--- src/rtl/addsub_pkg.sv ---
// Shared types and saturation constants for the multi-cycle saturating adder/subtractor.
package addsub_pkg;

  typedef enum logic [1:0] {
    IDLE,
    RUN,
    FIN
  } state_t;

  localparam int unsigned SAT_MAXW = 64;

  function automatic logic [SAT_MAXW-1:0] sat_max(input int unsigned w);
    logic [SAT_MAXW-1:0] one;
    one = {{(SAT_MAXW-1){1'b0}}, 1'b1};
    return (one << (w - 1)) - one;
  endfunction

  function automatic logic [SAT_MAXW-1:0] sat_min(input int unsigned w);
    logic [SAT_MAXW-1:0] one;
    one = {{(SAT_MAXW-1){1'b0}}, 1'b1};
    return one << (w - 1);
  endfunction

endpackage

--- src/rtl/addsub_sat_seq_cla_chunk.sv ---
// W-bit carry-lookahead adder slice; also exposes the carry into its top bit.
module cla_chunk #(
  parameter int W = 4
) (
  input  logic [W-1:0] a,
  input  logic [W-1:0] b,
  input  logic         cin,
  output logic [W-1:0] s,
  output logic         cout,
  output logic         c_msb
);

  logic [W-1:0] g;
  logic [W-1:0] p;
  logic [W:0]   c;
  logic         acc;

  assign g = a & b;
  assign p = a ^ b;

  // Each carry is expanded from cin and all lower generate/propagate terms.
  always_comb begin
    c    = '0;
    acc  = 1'b0;
    c[0] = cin;
    for (int unsigned i = 0; i < W; i++) begin
      acc = cin;
      for (int unsigned k = 0; k <= i; k++) begin
        acc = g[k] | (p[k] & acc);
      end
      c[i+1] = acc;
    end
  end

  assign s     = p ^ c[W-1:0];
  assign cout  = c[W];
  assign c_msb = c[W-1];

endmodule

--- src/rtl/addsub_sat_seq.sv ---
// Multi-cycle saturating two's-complement add/subtract, one CHUNK-bit slice per cycle.
module addsub_sat_seq
  import addsub_pkg::*;
#(
  parameter int WIDTH = 16,
  parameter int CHUNK = 4
) (
  input  logic             clk,
  input  logic             rst_n,
  input  logic             start,
  input  logic [WIDTH-1:0] a,
  input  logic [WIDTH-1:0] b,
  input  logic             sub,
  input  logic             sat_en,
  output logic             busy,
  output logic             done,
  output logic [WIDTH-1:0] sum,
  output logic             ovfl,
  output logic             zero,
  output logic             neg
);

  localparam int NCH  = WIDTH / CHUNK;
  localparam int IDXW = (NCH > 1) ? $clog2(NCH) : 1;
  localparam logic [WIDTH-1:0] SMAX = WIDTH'(sat_max(unsigned'(WIDTH)));
  localparam logic [WIDTH-1:0] SMIN = WIDTH'(sat_min(unsigned'(WIDTH)));

  if (WIDTH < 2 || (WIDTH % CHUNK) != 0 || WIDTH > int'(SAT_MAXW)) begin : g_bad_params
    $error("addsub_sat_seq: WIDTH must be >= 2, <= 64 and a multiple of CHUNK");
  end

  state_t           state_q, state_d;
  logic [WIDTH-1:0] op_a, op_b, result, fin_sum;
  logic [IDXW-1:0]  idx;
  logic             carry_reg, cin_msb, cout_msb;
  logic [CHUNK-1:0] ch_a, ch_b, ch_s;
  logic             ch_cout, ch_cmsb;
  logic             last, v;

  assign ch_a = op_a[int'(idx)*CHUNK +: CHUNK];
  assign ch_b = op_b[int'(idx)*CHUNK +: CHUNK];
  assign last = (idx == IDXW'(NCH - 1));

  cla_chunk #(.W(CHUNK)) u_cla (
    .a     (ch_a),
    .b     (ch_b),
    .cin   (carry_reg),
    .s     (ch_s),
    .cout  (ch_cout),
    .c_msb (ch_cmsb)
  );

  // The A sign is read from op_a's MSB; the effective B sign lives in op_b's MSB.
  assign v = cin_msb ^ cout_msb;

  always_comb begin
    fin_sum = result;
    if (sat_en && v) begin
      fin_sum = op_a[WIDTH-1] ? SMIN : SMAX;
    end
  end

  always_comb begin
    state_d = state_q;
    case (state_q)
      IDLE:    if (start) state_d = RUN;
      RUN:     if (last) state_d = FIN;
      FIN:     state_d = IDLE;
      default: state_d = IDLE;
    endcase
  end

  always_ff @(posedge clk or negedge rst_n) begin
    if (!rst_n) state_q <= IDLE;
    else        state_q <= state_d;
  end

  always_ff @(posedge clk or negedge rst_n) begin
    if (!rst_n) begin
      op_a      <= '0;
      op_b      <= '0;
      result    <= '0;
      idx       <= '0;
      carry_reg <= 1'b0;
      cin_msb   <= 1'b0;
      cout_msb  <= 1'b0;
      busy      <= 1'b0;
      done      <= 1'b0;
      sum       <= '0;
      ovfl      <= 1'b0;
      zero      <= 1'b0;
      neg       <= 1'b0;
    end else begin
      done <= 1'b0;
      busy <= (state_d != IDLE);
      case (state_q)
        IDLE: begin
          if (start) begin
            op_a      <= a;
            op_b      <= b ^ {WIDTH{sub}};
            carry_reg <= sub;
            idx       <= '0;
          end
        end
        RUN: begin
          result[int'(idx)*CHUNK +: CHUNK] <= ch_s;
          carry_reg <= ch_cout;
          if (last) begin
            cin_msb  <= ch_cmsb;
            cout_msb <= ch_cout;
          end else begin
            idx <= idx + IDXW'(1);
          end
        end
        FIN: begin
          sum  <= fin_sum;
          ovfl <= v;
          zero <= (fin_sum == '0);
          neg  <= fin_sum[WIDTH-1];
          done <= 1'b1;
        end
        default: ;
      endcase
    end
  end

endmodule

--- config.mk ---
export PLATFORM = sky130hd
export DESIGN_NAME = addsub_sat_seq
export DESIGN_NICKNAME = d
export VERILOG_FILES = /design/src/rtl/addsub_pkg.sv /design/src/rtl/addsub_sat_seq_cla_chunk.sv /design/src/rtl/addsub_sat_seq.sv
export SDC_FILE = /design/constraint.sdc
export NUM_CORES = 1
export LEC_CHECK = 0
export CELL_PAD_IN_SITES_DETAIL_PLACEMENT = 1
export CELL_PAD_IN_SITES_GLOBAL_PLACEMENT = 1
export CORE_MARGIN = 2
export CORE_UTILIZATION = 25
export DETAILED_ROUTE_END_ITERATION = 6
export PLACE_DENSITY_LB_ADDON = 0.25
export SYNTH_ARGS = -nofsm -noshare
export SYNTH_HDL_FRONTEND = slang
export SYNTH_HIERARCHICAL = 1
export SYNTH_SLANG_ARGS = --single-unit
--- constraint.sdc ---
create_clock -name clk -period 2.8 [get_ports clk]
set_input_delay 0.42 -clock clk [delete_from_list [all_inputs] [get_ports clk]]
set_output_delay 0.42 -clock clk [all_outputs]
set_load 0.05 [all_outputs]
After elaboration in Yosys (flattened, before gate mapping)
Index checks and enable logic that the tools add are counted.
Widths: inputs -> output; s select.
- add/subtract/negate cells: 2
- equal/unequal tests: 5
- shift operators: 4
- mux-type cells: 12
- bitwise gates (word level): 13
- reductions and logical operators: 9
- operators by type and width (cell ; count):
    $neg 4->33 ; 1
    $shift 4x33->16 const A ; 1
    $shiftx 4x33->16 ; 1
    $mux 16 ; 2
    $shiftx 16x5->4 ; 2
    $bwmux 16 ; 1
    $logic_not 16->1 ; 1
    $xor 16x16->16 ; 1
    $mux 2 ; 4
    $pmux 2 s2 ; 2
    $xor 4x4->4 ; 2
    $reduce_and 2->1 ; 3
    $and 1x1->1 ; 4
    $and 4x4->4 ; 1
    $eq 2x2->1 const B ; 2
    $ne 2x2->1 const B ; 2
    $or 1x1->1 ; 4
    $reduce_bool 2->1 ; 2
    $reduce_and 3->1 ; 1
    $add 2x1->2 const B ; 1
    $eq 2x1->1 const B ; 1
    $logic_not 2->1 ; 1
    $mux 1 ; 2
    $pmux 1 s2 ; 1
    other kinds (2) ; 2
- register bits: 76
- input bits: 37
- output and inout bits: 21
- word-level logic and storage cells: 59

Logic depth before layout (Yosys ltp)
Gate-level depths: netlist of the first run.
- depth after elaboration: 11
- mapped depth: 13
- mapped depth without buffers: 11

Hierarchy
The synthesis of the first run kept the hierarchy.
- by module, submodules not included (module ; instances ; cells an instance ; area an instance (µm²) ; sequential area each (µm²)):
    addsub_sat_seq ; 1 ; 266 ; 3412.0 ; 1876.8
    cla_chunk ; 1 ; 14 ; 117.6 ; 0.0

Worst setup path before layout of the first run
OpenSTA, ideal clock, no wires.
- path kind: reg2reg
- start point: reg idx[0]
- end point: reg result[7]
- library setup time: 96 ps
- data arrival time: 2899 ps
- data required time: 2704 ps
- slack: -195 ps
- cell stages (with the launch flop): 14
- buffers on the path: 2
- clock period less this slack: 2995 ps
- path through: dfrtp_1 > buf_2 > buf_4 > mux4_2 > inv_1 > fa_1 > inv_1 > fa_1 > inv_1 > fa_1 > inv_1 > fa_1 > nand2b_1 > o31ai_1
- word-level cells in the longest chain between the ends: 11
- elaborated cells on any way between the ends: 15
- classes of those cells: add/sub (1); shift (4); mux (1); bitwise (9)
- RTL lines (item ; RTL line ; RTL):
    from (decl) ; addsub_sat_seq.sv:34 ; logic [IDXW-1:0] idx;
    from (signal assigned) ; addsub_sat_seq.sv:112 ; idx <= idx + IDXW'(1);
    $shiftx 16x5->4 * ; addsub_sat_seq.sv:41 ; assign ch_b = op_b[int'(idx)*CHUNK +: CHUNK];
    named net ch_b[0] ; addsub_sat_seq.sv:36 ; logic [CHUNK-1:0] ch_a, ch_b, ch_s;
    $xor 4x4->4 ; addsub_sat_seq_cla_chunk.sv:19 ; assign p = a ^ b;
    $and 1x1->1 ; addsub_sat_seq_cla_chunk.sv:29 ; acc = g[k] | (p[k] & acc);
    $or 1x1->1 * ; addsub_sat_seq_cla_chunk.sv:29 ;
    $and 1x1->1 * ; addsub_sat_seq_cla_chunk.sv:29 ;
    $or 1x1->1 * ; addsub_sat_seq_cla_chunk.sv:29 ;
    $and 1x1->1 * ; addsub_sat_seq_cla_chunk.sv:29 ;
    $or 1x1->1 * ; addsub_sat_seq_cla_chunk.sv:29 ;
    named net ch_cmsb ; addsub_sat_seq.sv:37 ; logic ch_cout, ch_cmsb;
    $xor 4x4->4 * ; addsub_sat_seq_cla_chunk.sv:35 ; assign s = p ^ c[W-1:0];
    named net ch_s[3] ; addsub_sat_seq.sv:36 ;
    $shiftx 4x33->16 * ; addsub_sat_seq.sv:106 ; result[int'(idx)*CHUNK +: CHUNK] <= ch_s;
    $bwmux 16 * ; addsub_sat_seq.sv:106 ;
    to (signal, indexed assignment) ; addsub_sat_seq.sv:106 ;
    to (decl) ; addsub_sat_seq.sv:33 ; logic [WIDTH-1:0] op_a, op_b, result, fin_sum;
Mark *: on every way through the listed nets, which the timed path passes. The rest lies on a longest branch.
A chain may end at the register's enable or synchronous reset.

Worst setup path after layout of the first run
- start point: reg idx[0]
- end point: reg result[11]
- word-level cells in the longest chain between the ends: 11
- elaborated cells on any way between the ends: 15
- classes of those cells: add/sub (1); shift (4); mux (1); bitwise (9)
- RTL lines (item ; RTL line ; RTL):
    $shiftx 16x5->4 * ; addsub_sat_seq.sv:40 ; assign ch_a = op_a[int'(idx)*CHUNK +: CHUNK];
    named net ch_a[0] ; addsub_sat_seq.sv:36 ;
    $xor 4x4->4 ; addsub_sat_seq_cla_chunk.sv:19 ;
    $and 1x1->1 ; addsub_sat_seq_cla_chunk.sv:29 ;
    $or 1x1->1 * ; addsub_sat_seq_cla_chunk.sv:29 ;
    $and 1x1->1 * ; addsub_sat_seq_cla_chunk.sv:29 ;
    $or 1x1->1 * ; addsub_sat_seq_cla_chunk.sv:29 ;
    $and 1x1->1 * ; addsub_sat_seq_cla_chunk.sv:29 ;
    $or 1x1->1 * ; addsub_sat_seq_cla_chunk.sv:29 ;
    named net ch_cmsb ; addsub_sat_seq.sv:37 ;
    $xor 4x4->4 * ; addsub_sat_seq_cla_chunk.sv:35 ;
    named net ch_s[3] ; addsub_sat_seq.sv:36 ;
    $shiftx 4x33->16 * ; addsub_sat_seq.sv:106 ;
    $bwmux 16 * ; addsub_sat_seq.sv:106 ;
Marks and branches as above.

==> summary.md, run 1 <==
| Metric | Value |
|---|---|
| Result of the run | `finished with violations` |
| Violated checks | `negative setup slack` |
| Core region area | `0.0138 mm²` |
| Site row count | `43` |
| Starting density of the core | `0.255` |
| Critical Path RT | `3050 ps` |
| Register-to-register path setup slack | `-8 ps` |
| Via count normalized by instance count | `4.49` |
| Asr flop ratio synth | `1.00` |
| Buffer cell driving the clock tree root | `clkbuf_16` |
| Peak VDD IR | `433 µV` |
| Sequential power share | `0.323` |
| Number of clock buffers inserted by TritonCTS | `9` |
| Aggregate global-route resource usage | `0.121` |
| Residual DRC | `0` |
| Count of flip-flops with a built-in enable after synthesis | `0` |
| Switching power share of the total | `0.412` |
| Ports | `58` |
| Placed Area | `0.00428 mm²` |
| Final setup vio count | `1` |
| Routability congestion estimate | `0.717` |
| Internal power consumption | `3.54 mW` |
| Commonest cells after routing, fill and taps aside | `dfrtp_1, clkdlybuf4s50_1, a21oi_1, nor2_1` |
| Worst relative slew slack | `0.483` |
| DR iter-0 viols | `84` |
| Number of maximum-capacitance constraint violations | `0` |
| Worst setup EP type | `register` |
| Die height | `123 µm` |
| Shortest period the worst path allows | `2810 ps` |
| Total Routed Length | `8130 µm` |
| Clock transition at path regs | `60 ps` |
| Setup CP Type | `register to register` |
| Number of global-route vias before repair | `2604` |
| Clock tree from TritonCTS | `built` |
| Clock group share of total power | `0.177` |
| Net Sw Power | `2.48 mW` |
| Combined area of all synthesized cells | `0.00353 mm²` |
| Most common library cell in the layout ignoring fill and taps | `dfrtp_1` |
| Post-synthesis instance total | `280` |
| Share of final-layout standard cells stronger than drive strength 1 | `0.191` |
| Path category of the worst min-delay check | `register to register` |
| Die Span X | `123 µm` |
| Dominant synthesized flop cell | `dfrtp_1` |
| Wire length of the first global-routing pass | `13800 µm` |
| Area of the die | `0.0151 mm²` |
| Ratio of total power to cell area | `1300 mW/mm²` |
| Mean instance size in the synthesized netlist | `12.6 µm²` |
| Yosys warns | `6` |
| Setup repair after global routing missed its margin | `yes` |
| Wirelength per Cell | `15.5 µm` |
| Setup_tns | `-7.59 ps` |
| Final cell count without fillers | `526` |
| Syn-to-layout area delta | `30.9%` |
| HPWL after detailed placement | `6020 µm` |
| Skew-Pair Late Insertion Delay | `340 ps` |
| Sequential element share of the synthesized area | `0.532` |
| Leakage | `1.91 nW` |
| Final WS setup | `-7.59 ps` |
| Number of buffers inserted by port buffering | `57` |
| Critical path startpoint category | `register` |
| Hold violation count in the final report | `0` |
| Arrival time at the worst endpoint | `3050 ps` |
| Register bit total from synthesis | `75` |
| Count of H-tree levels built during CTS | `3` |
| Non-Filler Cell Area, Final | `0.00462 mm²` |
| Post-placement cell count | `507` |
| Post-route fraction of the period consumed by the critical path | `1.00` |
| Maximum count of clock buffers along a single path | `2` |
| Number of antenna violations at the first check in global routing | `0` |
| Worst clock skew | `5.17 ps` |
| Max Slew Vio Count | `0` |
| Iteration count of the initial detailed-routing pass | `4` |
| Combinational cell fraction of total power | `0.500` |
| Crit path max fanout | `5` |
| Tightest Pin Transition | `770 ps` |
| Number of nets in the finished design | `387` |
| Pin count of the biggest net entering global routing | `59` |
| Count of different cell masters after synthesis | `36` |
| Number of nets with antenna violations after routing | `0` |
| Maximum clock frequency | `356 MHz` |
| Global route overflow | `0` |
| Sinks on Clock Net | `75` |
| Antenna diode count | `0` |
| Net Count, Synth | `326` |
| Total number of vias | `2364` |
==> metal layers <==
| metal | part of all wire | vias to the layer above | track usage |
|---|---|---|---|
| li1 | - | 1129 | - |
| met1 | 0.44 | 1170 | 0.146 |
| met2 | 0.49 | 54 | 0.203 |
| met3 | 0.051 | 11 | 0.0358 |
| met4 | 0.015 | 0 | 0.0431 |
| met5 | 0 | - | 0 |
==> area by class of cell <==
type	instances	area (µm²)
timing repair buffer	68	682
inverter	18	67.6
clock inverter	2	10.0
clock buffer	14	264
tap	180	225
multi-input combinational	169	1490
sequential	75	1880
fill	1512	9210
==> power groups by stage <==
stage	Sequential [mW]	Combinational [mW]	Clock [mW]
global placement	1.97	2.76	0
global route	2.03	3.32	1.16
detailed placement	1.98	2.83	0
CTS	1.97	2.89	1.11
floorplan	2.20	1.72	0
finish	1.95	3.01	1.07
==> critical path: stages, from the launching register on <==
cell,delay (ps)
dfrtp_2,430
mux4_2,530
inv_2,70
fa_1,160
inv_1,50
fa_2,330
inv_2,60
fa_2,190
inv_2,50
fa_2,570
nand2b_4,80
o31ai_4,200
==> path summary, 6_finish.rpt <==
kind | from | cells after the start | endpoint
max | idx[0] | 11 | result[11]
min | ovfl | 2 | ovfl
max reg2reg | idx[0] | 11 | result[11]
min reg2reg | ovfl | 2 | ovfl
max in group asynchronous | rst_n | 3 | idx[0]
min in group asynchronous | rst_n | 2 | sum[1]
==> cell usage after synthesis (6+ instances only) <==
master / instances / area share
nand2b_1: 7 / 0.012
mux4_2: 8 / 0.051
mux2_2: 17 / 0.054
inv_1: 18 / 0.019
nand2_1: 15 / 0.016
xnor2_1: 17 / 0.042
buf_2: 6 / 0.0085
o31ai_1: 13 / 0.028
dfrtp_1: 75 / 0.53
a221o_1: 15 / 0.043
a21oi_1: 19 / 0.027
nor2_1: 18 / 0.019
==> what timing repair did <==
action | in CTS | in global routing
gates resized for setup | 6 | 6
pin swaps | 1 | 2
hold endpoints to repair | 17 | 0
hold buffers | 1 | 0
buffers inserted | 1 | 1
endpoints found under the setup margin | 3 | 5
==> metrics by stage <==
step,hold slack [ps],setup WS [ps],utilization,power (mW)
global route,507,-120,0.334,6.51
finish,476,-7.59,0.334,6.03
global placement,305,-13.7,0.310,4.72
detailed placement,308,-137,0.310,4.81
CTS,484,-40.1,0.332,5.97
floorplan,124,-42.3,-,3.92
==> cells by family (layout without fill, tap and decap cells) <==
| family | after synthesis | after routing | synth area share |
|---|---|---|---|
| mux | 26 | 26 | 0.108 |
| compound gates | 61 | 61 | 0.126 |
| buf+inv | 36 | 102 | 0.0564 |
| fa+ha+maj | 9 | 9 | 0.0404 |
| simple gates | 55 | 55 | 0.0922 |
| xor+xnor | 18 | 18 | 0.0447 |
| flops | 75 | 75 | 0.532 |
(Power assumes the default switching activity.)
==> run 2: changes to the inputs <==
--- a/config.mk
+++ b/config.mk
@@ -10,6 +10,7 @@
 export CORE_MARGIN = 2
 export CORE_UTILIZATION = 25
 export DETAILED_ROUTE_END_ITERATION = 6
+export MAX_ROUTING_LAYER = met4
 export PLACE_DENSITY_LB_ADDON = 0.25
 export SYNTH_ARGS = -nofsm -noshare
 export SYNTH_HDL_FRONTEND = slang
==> run 2 against run 1 <==
The run still ends with negative setup slack left. Design area unchanged. Setup slack about the same. Wire length about the same. Critical endpoint unchanged. Largest power group unchanged. Highest routed layer unchanged.
==> summary.md, run 2 (same netlist as run 1, synthesis figures left out) <==
| Metric | Value |
|---|---|
| Result of the run | `finished with violations` |
| Violated checks | `negative setup slack` |
| Maximum count of clock buffers along a single path | `2 (unchanged)` |
| Share of final-layout standard cells stronger than drive strength 1 | `0.191 (unchanged)` |
| Wire length of the first global-routing pass | `13800 µm (+0.10%)` |
| Min-Delay Path Depth | `2 (unchanged)` |
| Net Sw Power | `2.48 mW (-0.22%)` |
| Switching power share of the total | `0.411 (-0.000545)` |
| Setup CP Type | `register to register` |
| Setup repair after global routing missed its margin | `yes` |
| Clock transition at path regs | `60 ps (about the same)` |
| Ratio of total power to cell area | `1300 mW/mm² (about the same)` |
| Critical path startpoint category | `register` |
| Iteration count of the initial detailed-routing pass | `4 (unchanged)` |
| Routability congestion estimate | `0.726 (+1.2%)` |
| DR iter-0 viols | `72 (-14%)` |
| Post-Route Utilization | `0.334 (unchanged)` |
| Layout fillers | `1512 (unchanged)` |
| Shortest period the worst path allows | `2810 ps (+0.0886 ps)` |
| Buffer cell driving the clock tree root | `clkbuf_16` |
| Final WS setup | `-7.68 ps (-0.0886 ps)` |
| Crit path max fanout | `5 (unchanged)` |
| Aggregate global-route resource usage | `0.124 (+0.00394)` |
| Number of nets in the finished design | `387 (unchanged)` |
| Tightest Pin Transition | `779 ps (+9.13 ps)` |
| Arrival time at the worst endpoint | `3050 ps (about the same)` |
| Hold violation count in the final report | `0 (unchanged)` |
| Global route overflow | `0 (unchanged)` |
| Post-route fraction of the period consumed by the critical path | `1.00 (about the same)` |
| Peak VDD IR | `430 µV (-0.50%)` |
| Via count normalized by instance count | `4.51 (+0.34%)` |
| Total number of vias | `2372 (+0.34%)` |
| Number of clock buffers inserted by TritonCTS | `9 (unchanged)` |
| Path category of the worst min-delay check | `register to register` |
| Worst setup EP type | `register` |
| Clock group share of total power | `0.177 (about the same)` |
| Skew-Pair Late Insertion Delay | `330 ps (about the same)` |
| Number of maximum-capacitance constraint violations | `0 (unchanged)` |
| Number of nets with antenna violations after routing | `0 (unchanged)` |
| Combinational cell fraction of total power | `0.500 (about the same)` |
| Sequential power share | `0.323 (about the same)` |
| Most common library cell in the layout ignoring fill and taps | `dfrtp_1` |
| Worst relative slew slack | `0.477 (-0.00613)` |
| Residual DRC | `0 (unchanged)` |
| PnR Total Power | `6.02 mW (about the same)` |
| Number of antenna violations at the first check in global routing | `0 (unchanged)` |
| Commonest cells after routing, fill and taps aside | `dfrtp_1, clkdlybuf4s50_1, a21oi_1, nor2_1` |
| Area of the die | `0.0151 mm² (unchanged)` |
| Maximum clock frequency | `356 MHz (about the same)` |
| Internal power consumption | `3.54 mW (about the same)` |
| Wirelength per Cell | `15.5 µm (about the same)` |
| Number of global-route vias before repair | `2603 (-0.038%)` |
| Core region area | `0.0138 mm² (unchanged)` |
| Critical Path RT | `3050 ps (about the same)` |
| Final setup vio count | `1 (unchanged)` |
| Worst clock skew | `5.97 ps (+0.800 ps)` |
| Total Routed Length | `8130 µm (about the same)` |
| Max Slew Vio Count | `0 (unchanged)` |
| HPWL after detailed placement | `6020 µm (unchanged)` |
| Die height | `123 µm (unchanged)` |
| Die Span X | `123 µm (unchanged)` |
| Count of H-tree levels built during CTS | `3 (unchanged)` |
| Clock tree from TritonCTS | `built` |
| Pin count of the biggest net entering global routing | `59 (unchanged)` |
| Site row count | `43 (unchanged)` |
| Number of buffers inserted by port buffering | `57 (unchanged)` |
| Antenna diode count | `0 (unchanged)` |
| R2R depth | `11 (unchanged)` |
| Syn-to-layout area delta | `30.9% (unchanged)` |
| Ports | `58 (unchanged)` |
| Starting density of the core | `0.255 (unchanged)` |
| Leakage | `1.91 nW (unchanged)` |
| Sinks on Clock Net | `75 (unchanged)` |
-- run 2: cell counts in the layout (fill, tap and decap cells not counted) --
Identical to the previous run, type by type.
-- run 2: path summary, 6_finish.rpt --
check / from / end / slack [ps]
setup / recovery: idx[0] / result[11] / -8
hold / removal: ovfl / ovfl / 480
min in group asynchronous: rst_n / result[5] / 500
hold reg to reg: ovfl / ovfl / 480
max in group asynchronous: rst_n / idx[0] / 1680
setup reg to reg: idx[0] / result[11] / -8
-- run 2: per-stage QoR --
stage | instances | setup TNS (ps) | instance area (µm²) | hold slack, ps | setup WS (ps)
2_1_floorplan | 280 | -132 | 3540 | 124 | -42.3
3_3_place_gp | 507 | -37.5 | 4280 | 305 | -13.7
3_5_place_dp | 507 | -312 | 4280 | 308 | -137
4_1_cts | 525 | -63.3 | 4580 | 484 | -40.1
5_1_grt | 526 | -372 | 4620 | 507 | -120
6_report | 526 | -7.68 | 4620 | 476 | -7.68
-- run 2: power by group through the flow --
stage / combinational, mW / clock (mW) / sequential [mW]
CTS: 2.89 / 1.11 / 1.97
global route: 3.32 / 1.17 / 2.03
floorplan: 1.72 / 0 / 2.20
detailed placement: 2.83 / 0 / 1.98
finish: 3.01 / 1.07 / 1.95
global placement: 2.76 / 0 / 1.97
-- run 2: area by class of cell --
cell class,count,area (µm²),share of cell area
Clock buffer,14,264,0.0571
Inverter,18,67.6,0.0146
Tap cell,180,225,0.0487
Clock inverter,2,10.0,0.00217
Sequential cell,75,1880,0.406
Timing Repair Buffer,68,682,0.148
Multi-Input combinational cell,169,1490,0.323
-- run 2: critical path: stages (launching register included) --
cell and delay [ps]:
dfrtp_2 430, mux4_2 530, inv_2 70, fa_1 160, inv_1 50, fa_2 330
inv_2 60, fa_2 190, inv_2 50, fa_2 570, nand2b_4 80, o31ai_4 200
-- run 2: repair_timing --
action	in CTS	in global routing
setup buffers	1	1
gates resized for setup	6	6
pin swaps	1	2
hold buffers	1	0
endpoints found under the setup margin	3	5
endpoints found under the hold margin	17	0
-- run 2: metal layers --
metal	vias up	wire (µm)	global-route usage
li1	1126	-	-
met1	1176	3630	0.147
met2	61	4010	0.202
met3	9	395	0.0367
met4	0	95	0.0431
met5	-	0	-
